$ cat src/rtl/fft_pkg.sv
// Shared constants, state encoding and butterfly address arithmetic for the
// radix-2 DIT FFT stage sequencer.
package fft_pkg;

    localparam int LOG2N = 5;
    localparam int N     = 2 ** LOG2N;
    localparam int STG_W = $clog2(LOG2N + 1);
    localparam int TW_W  = $clog2(N / 2);

    typedef enum logic [1:0] {
        IDLE,
        READ,
        DRAIN,
        DONE
    } seq_state_t;

    typedef struct packed {
        logic [LOG2N-1:0] a;
        logic [LOG2N-1:0] b;
        logic [TW_W-1:0]  tw;
    } bfly_addr_t;

    // Butterfly k of stage s: group index k>>s, offset k&(half-1) within the group.
    function automatic bfly_addr_t bfly_addr(input logic [LOG2N-2:0] k,
                                             input logic [STG_W-1:0] s);
        bfly_addr_t       r;
        logic [LOG2N-1:0] kk;
        logic [LOG2N-1:0] half;
        logic [LOG2N-1:0] low;
        kk   = {1'b0, k};
        half = LOG2N'(1) << s;
        low  = kk & (half - LOG2N'(1));
        r.a  = ((kk >> s) << (s + STG_W'(1))) | low;
        r.b  = r.a + half;
        r.tw = TW_W'(low << (STG_W'(LOG2N - 1) - s));
        return r;
    endfunction

endpackage

$ cat src/rtl/fft_stage_sequencer_if.sv
// Handshake and memory-address bundle between the FFT stage sequencer and
// the host, butterfly memory, butterfly unit and twiddle ROM.
interface fft_seq_if
    import fft_pkg::*;
#(
    parameter int ADDR_SIZE      = LOG2N,
    parameter int TWID_ADDR_SIZE = ADDR_SIZE - 1,
    parameter int STAGE_W        = $clog2(ADDR_SIZE + 1)
);

    logic                      i_start;
    logic                      o_busy;
    logic                      o_done;
    logic [STAGE_W-1:0]        o_stage;
    logic                      o_rden;
    logic [ADDR_SIZE-1:0]      o_rdaddr_A;
    logic [ADDR_SIZE-1:0]      o_rdaddr_B;
    logic [TWID_ADDR_SIZE-1:0] o_rdaddr_tw;
    logic                      o_wren;
    logic [ADDR_SIZE-1:0]      o_wraddr_A;
    logic [ADDR_SIZE-1:0]      o_wraddr_B;

    modport master (
        input  i_start,
        output o_busy, o_done, o_stage,
        output o_rden, o_rdaddr_A, o_rdaddr_B, o_rdaddr_tw,
        output o_wren, o_wraddr_A, o_wraddr_B
    );

    modport slave (
        output i_start,
        input  o_busy, o_done, o_stage,
        input  o_rden, o_rdaddr_A, o_rdaddr_B, o_rdaddr_tw,
        input  o_wren, o_wraddr_A, o_wraddr_B
    );

endinterface

$ cat src/rtl/fft_stage_sequencer_addr_delay_line.sv
// Fixed-depth shift register that replays read addresses as write addresses
// once the butterfly datapath latency has elapsed.
module addr_delay_line #(
    parameter int ADDR_SIZE = 5,
    parameter int DEPTH     = 3
) (
    input  logic                 clk_sys,
    input  logic                 rst_b,
    input  logic                 valid_in,
    input  logic [ADDR_SIZE-1:0] a_in,
    input  logic [ADDR_SIZE-1:0] b_in,
    output logic                 valid_out,
    output logic [ADDR_SIZE-1:0] a_out,
    output logic [ADDR_SIZE-1:0] b_out
);

    typedef struct packed {
        logic                 v;
        logic [ADDR_SIZE-1:0] a;
        logic [ADDR_SIZE-1:0] b;
    } tap_t;

    tap_t taps [DEPTH];

    // Clearing on reset drops in-flight butterflies so no stale write follows.
    always_ff @(posedge clk_sys) begin
        if (!rst_b) begin
            for (int i = 0; i < DEPTH; i++) begin
                taps[i] <= '0;
            end
        end else begin
            taps[0] <= '{v: valid_in, a: a_in, b: b_in};
            for (int i = 1; i < DEPTH; i++) begin
                taps[i] <= taps[i-1];
            end
        end
    end

    assign valid_out = taps[DEPTH-1].v;
    assign a_out     = taps[DEPTH-1].a;
    assign b_out     = taps[DEPTH-1].b;

endmodule

$ cat src/rtl/fft_stage_sequencer.sv
// Start/done controller walking every stage and butterfly of an in-place
// radix-2 DIT FFT, issuing read, twiddle and delayed write addresses.
//
// state | meaning
// IDLE  | waiting for i_start, outputs quiet
// READ  | one butterfly read per cycle, k = 0 .. N/2-1
// DRAIN | BFLY_LATENCY cycles letting the stage's writes land before next stage
// DONE  | one-cycle o_done pulse, then back to IDLE
module fft_stage_sequencer
    import fft_pkg::*;
#(
    parameter int ADDR_SIZE      = LOG2N,
    parameter int TWID_ADDR_SIZE = ADDR_SIZE - 1,
    parameter int BFLY_LATENCY   = 3
) (
    input  logic      i_CLK,
    input  logic      i_RST,
    fft_seq_if.master bus
);

    localparam int SW = $clog2(ADDR_SIZE + 1);
    localparam int KW = ADDR_SIZE - 1;
    localparam int DW = (BFLY_LATENCY > 1) ? $clog2(BFLY_LATENCY) : 1;

    localparam logic [KW-1:0] K_LAST = '1;
    localparam logic [SW-1:0] S_LAST = SW'(ADDR_SIZE - 1);
    localparam logic [DW-1:0] D_LOAD = DW'(BFLY_LATENCY - 1);

    seq_state_t state, state_nx;
    logic [KW-1:0] k, k_nx;
    logic [SW-1:0] s, s_nx;
    logic [DW-1:0] dcnt, dcnt_nx;
    bfly_addr_t    addr_nx;

    logic                      rden;
    logic                      busy;
    logic                      done;
    logic [ADDR_SIZE-1:0]      ra;
    logic [ADDR_SIZE-1:0]      rb;
    logic [TWID_ADDR_SIZE-1:0] rtw;

    always_comb begin
        state_nx = state;
        k_nx     = k;
        s_nx     = s;
        dcnt_nx  = dcnt;
        unique case (state)
            IDLE: begin
                if (bus.i_start) begin
                    state_nx = READ;
                    k_nx     = '0;
                    s_nx     = '0;
                end
            end
            READ: begin
                if (k == K_LAST) begin
                    state_nx = DRAIN;
                    k_nx     = '0;
                    dcnt_nx  = D_LOAD;
                end else begin
                    k_nx = k + 1'b1;
                end
            end
            DRAIN: begin
                if (dcnt == '0) begin
                    if (s == S_LAST) begin
                        state_nx = DONE;
                    end else begin
                        state_nx = READ;
                        s_nx     = s + 1'b1;
                    end
                end else begin
                    dcnt_nx = dcnt - 1'b1;
                end
            end
            DONE: begin
                state_nx = IDLE;
                s_nx     = '0;
            end
            default: state_nx = IDLE;
        endcase
        // Addresses are computed for the upcoming cycle so they register alongside o_rden.
        addr_nx = bfly_addr(k_nx, s_nx);
    end

    always_ff @(posedge i_CLK) begin
        if (!i_RST) begin
            state <= IDLE;
            k     <= '0;
            s     <= '0;
            dcnt  <= '0;
            rden  <= 1'b0;
            busy  <= 1'b0;
            done  <= 1'b0;
            ra    <= '0;
            rb    <= '0;
            rtw   <= '0;
        end else begin
            state <= state_nx;
            k     <= k_nx;
            s     <= s_nx;
            dcnt  <= dcnt_nx;
            rden  <= (state_nx == READ);
            busy  <= (state_nx == READ) || (state_nx == DRAIN);
            done  <= (state_nx == DONE);
            if (state_nx == READ) begin
                ra  <= addr_nx.a;
                rb  <= addr_nx.b;
                rtw <= addr_nx.tw;
            end
        end
    end

    assign bus.o_busy      = busy;
    assign bus.o_done      = done;
    assign bus.o_stage     = s;
    assign bus.o_rden      = rden;
    assign bus.o_rdaddr_A  = ra;
    assign bus.o_rdaddr_B  = rb;
    assign bus.o_rdaddr_tw = rtw;

    addr_delay_line #(
        .ADDR_SIZE (ADDR_SIZE),
        .DEPTH     (BFLY_LATENCY)
    ) u_dly (
        .clk_sys   (i_CLK),
        .rst_b     (i_RST),
        .valid_in  (rden),
        .a_in      (ra),
        .b_in      (rb),
        .valid_out (bus.o_wren),
        .a_out     (bus.o_wraddr_A),
        .b_out     (bus.o_wraddr_B)
    );

endmodule

$ cat src/flat_wrapper.sv
// flat-port wrapper written by rule: the top's interface ports become plain ports
module fft_stage_sequencer_flat import fft_pkg::*;
#(
    parameter int ADDR_SIZE      = LOG2N,
    parameter int TWID_ADDR_SIZE = ADDR_SIZE - 1,
    parameter int BFLY_LATENCY   = 3
)
  (i_CLK, i_RST, bus_i_start, bus_o_busy, bus_o_done, bus_o_stage, bus_o_rden, bus_o_rdaddr_A, bus_o_rdaddr_B, bus_o_rdaddr_tw, bus_o_wren, bus_o_wraddr_A, bus_o_wraddr_B);
  fft_seq_if #(.ADDR_SIZE(ADDR_SIZE), .TWID_ADDR_SIZE(TWID_ADDR_SIZE)) bus_i ();
  input  logic i_CLK;
  input  logic i_RST;
  input wire logic [$bits(bus_i.i_start)-1:0] bus_i_start;
  output wire logic [$bits(bus_i.o_busy)-1:0] bus_o_busy;
  output wire logic [$bits(bus_i.o_done)-1:0] bus_o_done;
  output wire logic [$bits(bus_i.o_stage)-1:0] bus_o_stage;
  output wire logic [$bits(bus_i.o_rden)-1:0] bus_o_rden;
  output wire logic [$bits(bus_i.o_rdaddr_A)-1:0] bus_o_rdaddr_A;
  output wire logic [$bits(bus_i.o_rdaddr_B)-1:0] bus_o_rdaddr_B;
  output wire logic [$bits(bus_i.o_rdaddr_tw)-1:0] bus_o_rdaddr_tw;
  output wire logic [$bits(bus_i.o_wren)-1:0] bus_o_wren;
  output wire logic [$bits(bus_i.o_wraddr_A)-1:0] bus_o_wraddr_A;
  output wire logic [$bits(bus_i.o_wraddr_B)-1:0] bus_o_wraddr_B;
  assign bus_i.i_start = bus_i_start;
  assign bus_o_busy = bus_i.o_busy;
  assign bus_o_done = bus_i.o_done;
  assign bus_o_stage = bus_i.o_stage;
  assign bus_o_rden = bus_i.o_rden;
  assign bus_o_rdaddr_A = bus_i.o_rdaddr_A;
  assign bus_o_rdaddr_B = bus_i.o_rdaddr_B;
  assign bus_o_rdaddr_tw = bus_i.o_rdaddr_tw;
  assign bus_o_wren = bus_i.o_wren;
  assign bus_o_wraddr_A = bus_i.o_wraddr_A;
  assign bus_o_wraddr_B = bus_i.o_wraddr_B;
  fft_stage_sequencer #(.ADDR_SIZE(ADDR_SIZE), .TWID_ADDR_SIZE(TWID_ADDR_SIZE), .BFLY_LATENCY(BFLY_LATENCY)) u_core (.i_CLK(i_CLK), .i_RST(i_RST), .bus(bus_i));
endmodule
$ cat config.mk
export PLATFORM = sky130hd
export DESIGN_NAME = fft_stage_sequencer_flat
export DESIGN_NICKNAME = d
export VERILOG_FILES = /design/src/rtl/fft_pkg.sv /design/src/rtl/fft_stage_sequencer_if.sv /design/src/rtl/fft_stage_sequencer_addr_delay_line.sv /design/src/rtl/fft_stage_sequencer.sv /design/src/flat_wrapper.sv
export SDC_FILE = /design/constraint.sdc
export NUM_CORES = 1
export LEC_CHECK = 0
export BUFFER_PORTS_ARGS = -buffer_cell sky130_fd_sc_hd__buf_2
export CORE_MARGIN = 10
export CORE_UTILIZATION = 45
export DETAILED_ROUTE_END_ITERATION = 6
export PLACE_DENSITY = 0.73
export SYNTH_ARGS = -nofsm -noshare
export SYNTH_HDL_FRONTEND = slang
export SYNTH_SLANG_ARGS = --single-unit
$ cat constraint.sdc
create_clock -name i_CLK -period 4.7 [get_ports i_CLK]
set_input_delay 0 -clock i_CLK [delete_from_list [all_inputs] [get_ports i_CLK]]
set_output_delay 0 -clock i_CLK [all_outputs]
set_load 0.005 [all_outputs]
Yosys cells after proc, flatten, opt, wreduce, memory -nomap -nowiden
Memory sizes are Yosys's and may differ from the RTL's.
Index checks and enable logic that the tools add are counted.
{ "op_classes": {"addsub": 7, "n_eq_ne": 10, "shifts": 4, "n_mux": 20, "n_bitwise": 5, "reduce_logical": 5} }
{ "ops": {"columns": ["operator", "count"], "rows": [
  ["$mux 11", 3],
  ["$mux 2", 6],
  ["$mux 3", 3],
  ["$pmux 3 s3", 1],
  ["$eq 2x2->1 const B", 4],
  ["$mux 4", 2],
  ["$pmux 2 s4", 1],
  ["$pmux 4 s2", 1],
  ["$add 3x1->3 const B", 2],
  ["$add 5x5->5", 1],
  ["$and 4x5->5", 1],
  ["$or 5x5->5", 1],
  ["$shl 1x3->5 const A", 1],
  ["$shl 5x3->4", 1],
  ["$shl 5x3->5", 1],
  ["$shr 4x3->5", 1],
  ["$sub 5x1->5 const B", 1],
  ["$add 4x1->4 const B", 1],
  ["$eq 2x1->1 const B", 2],
  ["$eq 4x4->1 const B", 1],
  ["$logic_not 2->1", 2],
  ["$pmux 2 s2", 1],
  ["$eq 3x3->1 const B", 1],
  ["$or 1x1->1", 3],
  ["other kinds (8)", 9]
]} }
{ "word_totals": {"regBits": 28, "ram_bits": 33, "input_bits": 3, "output_inout_bits": 31, "word_cells": 62, "memories": 1} }
{ "memory_table": {"columns": ["name", "depth", "word_bits", "rd", "rd_clocked_by_memory_dff", "write_ports", "line", "text"], "rows": [
  ["u_core.u_dly.taps", 3, 11, 3, 0, 3, "fft_stage_sequencer_addr_delay_line.sv:23", "tap_t taps [DEPTH];"]
]} }

Longest topological paths before layout
{ "depth": {"depth_word": 9, "mapped_depth": 21, "depth_no_buf": 20} }

Modules after synthesis
From an unflattened synthesis, not the netlist that was laid out.
{ "unflattened": {"cells_unflattened": 299, "area_unflattened_um2": 2851.5} }
{ "modules_own_cells": {"columns": ["module", "n_inst", "cells_per_inst", "area_each_um2", "seq_area_each_um2"], "rows": [
  ["fft_stage_sequencer", 1, 220, 1853.0, 560.5],
  ["addr_delay_line", 1, 79, 998.5, 660.6]
]} }

Worst setup path before layout
No wires, ideal clock.
{ "synth_path": {"kind": "register to register", "from": "register u_core.s[0] (netlist: u_core.bus.o_stage[0])", "to": "register u_core.rb[4] (netlist: u_core.bus.o_rdaddr_B[4])", "setup_ps": 125, "t_arrival_ps": 3414, "t_required_ps": 4575, "slack_ps": 1161, "path_stages_with_launch": 20, "path_buffers": 2, "period_less_slack_ps": 3539, "cell_sequence": "dfxtp_1 -> inv_1 -> ha_1 -> a21bo_1 -> nand4b_1 -> and3_4 -> buf_6 -> ha_1 -> clkbuf_1 -> xnor2_1 -> a32o_1 -> a21oi_1 -> inv_1 -> ha_1 -> a21o_1 -> a21oi_1 -> xor2_1 -> nand2_1 -> o211ai_1 -> mux2i_1"} }
{ "synth_lines": {"columns": ["item", "line", "text"], "rows": [
  ["from (decl)", "fft_stage_sequencer.sv:31", "logic [SW-1:0] s, s_nx;"],
  ["from (signal assigned)", "fft_stage_sequencer.sv:101", "s <= s_nx;"],
  ["to (signal assigned)", "fft_stage_sequencer.sv:108", "rb <= addr_nx.b;"],
  ["to (decl)", "fft_stage_sequencer.sv:39", "logic [ADDR_SIZE-1:0] rb;"]
]} }

==> run_results.csv <==
group,metric,value,unit
run_status,status,"finished clean",
clocking,clock-root-buffer,"clkbuf_8",
global_route,grt_max_degree,44,
placed_design,dp_hpwl,4190,um
synth,synth_cell_types,59,
synth,syn_area,0.00288,mm2
synth,ys_ff_latch,61,
clocking,h-tree-depth,3,
synth,synth.area.top_cells,"dfxtp_1 42%, ha_1 8.7%, and2_1 7.6%",
timing,slew_viol_final,0,
setup_path,path_max_fanout,13,
clocking,cts.path.max_buffers,2,
clocking,postCtsSetupRepairBufs,0,
drt,ant_nets,0,
global_route,grtUsageTotal,0.119,
floorplanning,dieArea,0.00999,mm2
global_route,antenna_found_initial,0,
floorplanning,top_level_ports,34,
clocking,cts-resized-gates,0,
setup_path,cp.required,4910,ps
clocking,cts.hold.buffers_added,0,
floorplanning,initial_utilization,0.458,
timing,slew_headroom,0.476,
clocking,cts-buffers-inserted,9,
cells_and_area,diodes,0,
setup_path,crit_type,"register to register",
synth,yosysSeqAreaShare,0.424,
clocking,cts_tree,"done",
setup_path,endpoint_kind,"register",
power_and_ir_drop,p_leak,1.43,nW
min_path,hold_path.class,"primary input to register",
setup_path,crit_cells,19,
clocking,cts.sinks,61,
setup_path,cp_data_arrival_time,4370,ps
timing,finalHoldViolCount,0,
clocking,clk_latency,340,ps
timing,max_freq,0.240,GHz
setup_path,slowest_stage,"ha_1",
setup_path,cp_slowest_stage_delay,470,ps
synth,synth_cells,301,
floorplanning,std_cell_rows,29,
setup_path,crit_top_cell,"ha_1",
drt,drcViolationCount,0,
floorplanning,dieWidth,100,um
cells_and_area,fin_nets,347,
drt,num_vias,2142,
power_and_ir_drop,irDropWorstVdd,0.000220,V
synth,ys.flop_type,"dfxtp_1",
floorplanning,core_area,0.00628,mm2
timing,finClkSkew,5.77,ps
drt,drt_iter0_markers,296,
setup_path,reg2reg_depth,19,
setup_path,crit_chain,"inv_1 > ha_1 > inv_1 > nand4b_1 > and3_4 > inv_2 > ha_1 > ha_1 > nand2_1 > nor2_1 > a31o_2 > ha_1 > fa_1 > a21o_1 > a21oi_1 > xor2_1 > nand2_1 > o211ai_1 > mux2i_1",
timing,period_share,0.886,
clocking,clkTransAtPathRegs,70,ps
cells_and_area,fin_area,0.00319,mm2
cells_and_area,area_delta_synth_final,11.0,%
placed_design,port_buffers,33,
synth,yosysWarnings,0,
drt,drt-total-wl,5790,um
timing,finalSetupTns,0,ps
setup_path,crit_path_start_kind,"register",
timing,rsz0062_at_grt,"no",
setup_path,critPathBufInv,3,
synth,syn_nets,325,
synth,synth-edff-count,0,
synth,syn_avg_cell_area,9.56,um2
timing,worst_slew_pin_slew,786,ps
placed_design,dpl_cell_area,0.00299,mm2
timing,final_period_minus_worst_setup_slack,4170,ps
drt,drtPass1Iterations,5,
timing,setup_violations,0,
power_and_ir_drop,p_per_area,347,mW/mm2
drt,viasPerCell,5.29,
drt,wl_per_cell,14.3,um
setup_path,crit_family,"adder cells",
cells_and_area,drive_above_1_share,0.207,
job,drv_cap,0,
global_route,grt_overflow_total,0,
synth,synth_top_area_frac,0.424,
min_path,holdPathStages,4,
synth,async_flop_share,0,
synth,yosys.area.top_type,"dfxtp_1",
global_route,grt_pass1_wl,9660,um
global_route,grt_pass1_vias,2006,
floorplanning,die_y,100,um
placed_design,gp_congestion,0.869,
-- report_power, final --
part           internal (W)  switching, W  total, W
Combinational     0.0000416     0.0000613  0.000103
Clock              0.000257      0.000203  0.000459
Sequential         0.000537    0.00000905  0.000546
Total              0.000836      0.000273   0.00111
-- area by class of cell --
type | instances | area, um2
clock inverter | 6 | 62.6
timing repair buffer | 33 | 165
multi-input combinational | 199 | 1440
clock buffer | 10 | 138
tap | 77 | 96.3
fill | 577 | 3080
sequential | 61 | 1220
inverter | 19 | 76.3
-- flip-flops by register name (all words and copies together), names as in the netlist --
| signal | count |
|---|---|
| u_core.bus.o_done | 1 |
| u_core.bus.o_busy | 1 |
| u_core.k | 4 |
| u_core.bus.o_rdaddr_tw | 4 |
| u_core.dcnt | 2 |
| u_core.state | 2 |
| u_core.bus.o_rdaddr_B | 5 |
| u_core.bus.o_rdaddr_A | 5 |
| u_core.bus.o_rden | 1 |
| u_core.u_dly.taps | 33 |
| u_core.bus.o_stage | 3 |
-- worst min-delay path, cell delays in order --
cell	delay (ps)
buf_2	100
o21ai_0	90
nand2_1	130
nor2_1	50
-- cells in the final DEF, fill, tap and decap left out, types with 2 or more instances in the layout --
cell type   count
o211ai_1        4
a21o_1          3
dfxtp_1        61
ha_1           20
nand3_1         8
clkinv_2        2
nand4_1         3
a31oi_1         4
buf_2          33
o21a_1          4
a41oi_1         2
clkbuf_8       10
and2_1         35
a21oi_1        10
and2b_4         2
nand2_1        20
xor2_1          2
xnor2_1         5
nor2_1         24
o21ai_0         7
inv_1          16
o21ai_1         3
clkinvlp_4      3
nand2b_1        4
nand4b_1        2
mux2i_1         7
-- worst paths after layout --
| check | slack, ps | end | from |
|---|---|---|---|
| worst max-delay path | 530 | u_core.bus.o_rdaddr_B[4] | u_core.state[1] |
| worst min-delay path | 70 | u_core.state[1] | bus_i_start |
| worst max register to register | 530 | u_core.bus.o_rdaddr_B[4] | u_core.state[1] |
| worst min register to register | 430 | u_core.u_dly.taps[0][17] | u_core.u_dly.taps[0][6] |
-- per-stage QoR --
step	worst slack, ps	hold WS [ps]	utilization	cells	total power (W)
after detailed placement	548	380	0.477	389	0.000661
after floorplan	1160	171	-	301	0.000633
after global placement	661	380	0.477	389	0.000659
after CTS	521	55.5	0.509	405	0.00112
final	535	72.8	0.509	405	0.00111
after global routing	184	92.0	0.509	405	0.00115
-- layer usage --
metal | track usage | wire [um] | vias to the layer above
met2 | 0.189 | 2750 | 90
met4 | 0.0630 | 107 | 0
met1 | 0.139 | 2460 | 999
li1 | - | - | 1044
met5 | 0 | 0 | -
met3 | 0.0405 | 475 | 9
-- logic make-up (layout without fill, tap and decap cells) --
family | count (synthesis) | count (layout) | share of synthesized area
compound gates | 54 | 54 | 0.143
buf+inv | 41 | 68 | 0.0770
mux | 8 | 8 | 0.0291
flops | 61 | 61 | 0.424
xor+xnor | 8 | 8 | 0.0270
fa+ha+maj | 21 | 21 | 0.0939
simple gates | 108 | 108 | 0.205
-- cell usage after synthesis, types with 3 or more instances --
library cell	count
a21o_1	3
a21oi_1	10
a31oi_1	4
and2_1	35
buf_4	10
buf_6	3
clkbuf_1	7
dfxtp_1	61
ha_1	20
inv_1	16
mux2i_1	7
nand2_1	20
nand2b_1	4
nand3_1	8
nand4_1	3
nor2_1	24
o211ai_1	4
o21a_1	4
o21ai_0	7
o21ai_1	3
xnor2_1	5
Note: power is estimated with default switching activity, not from simulation.
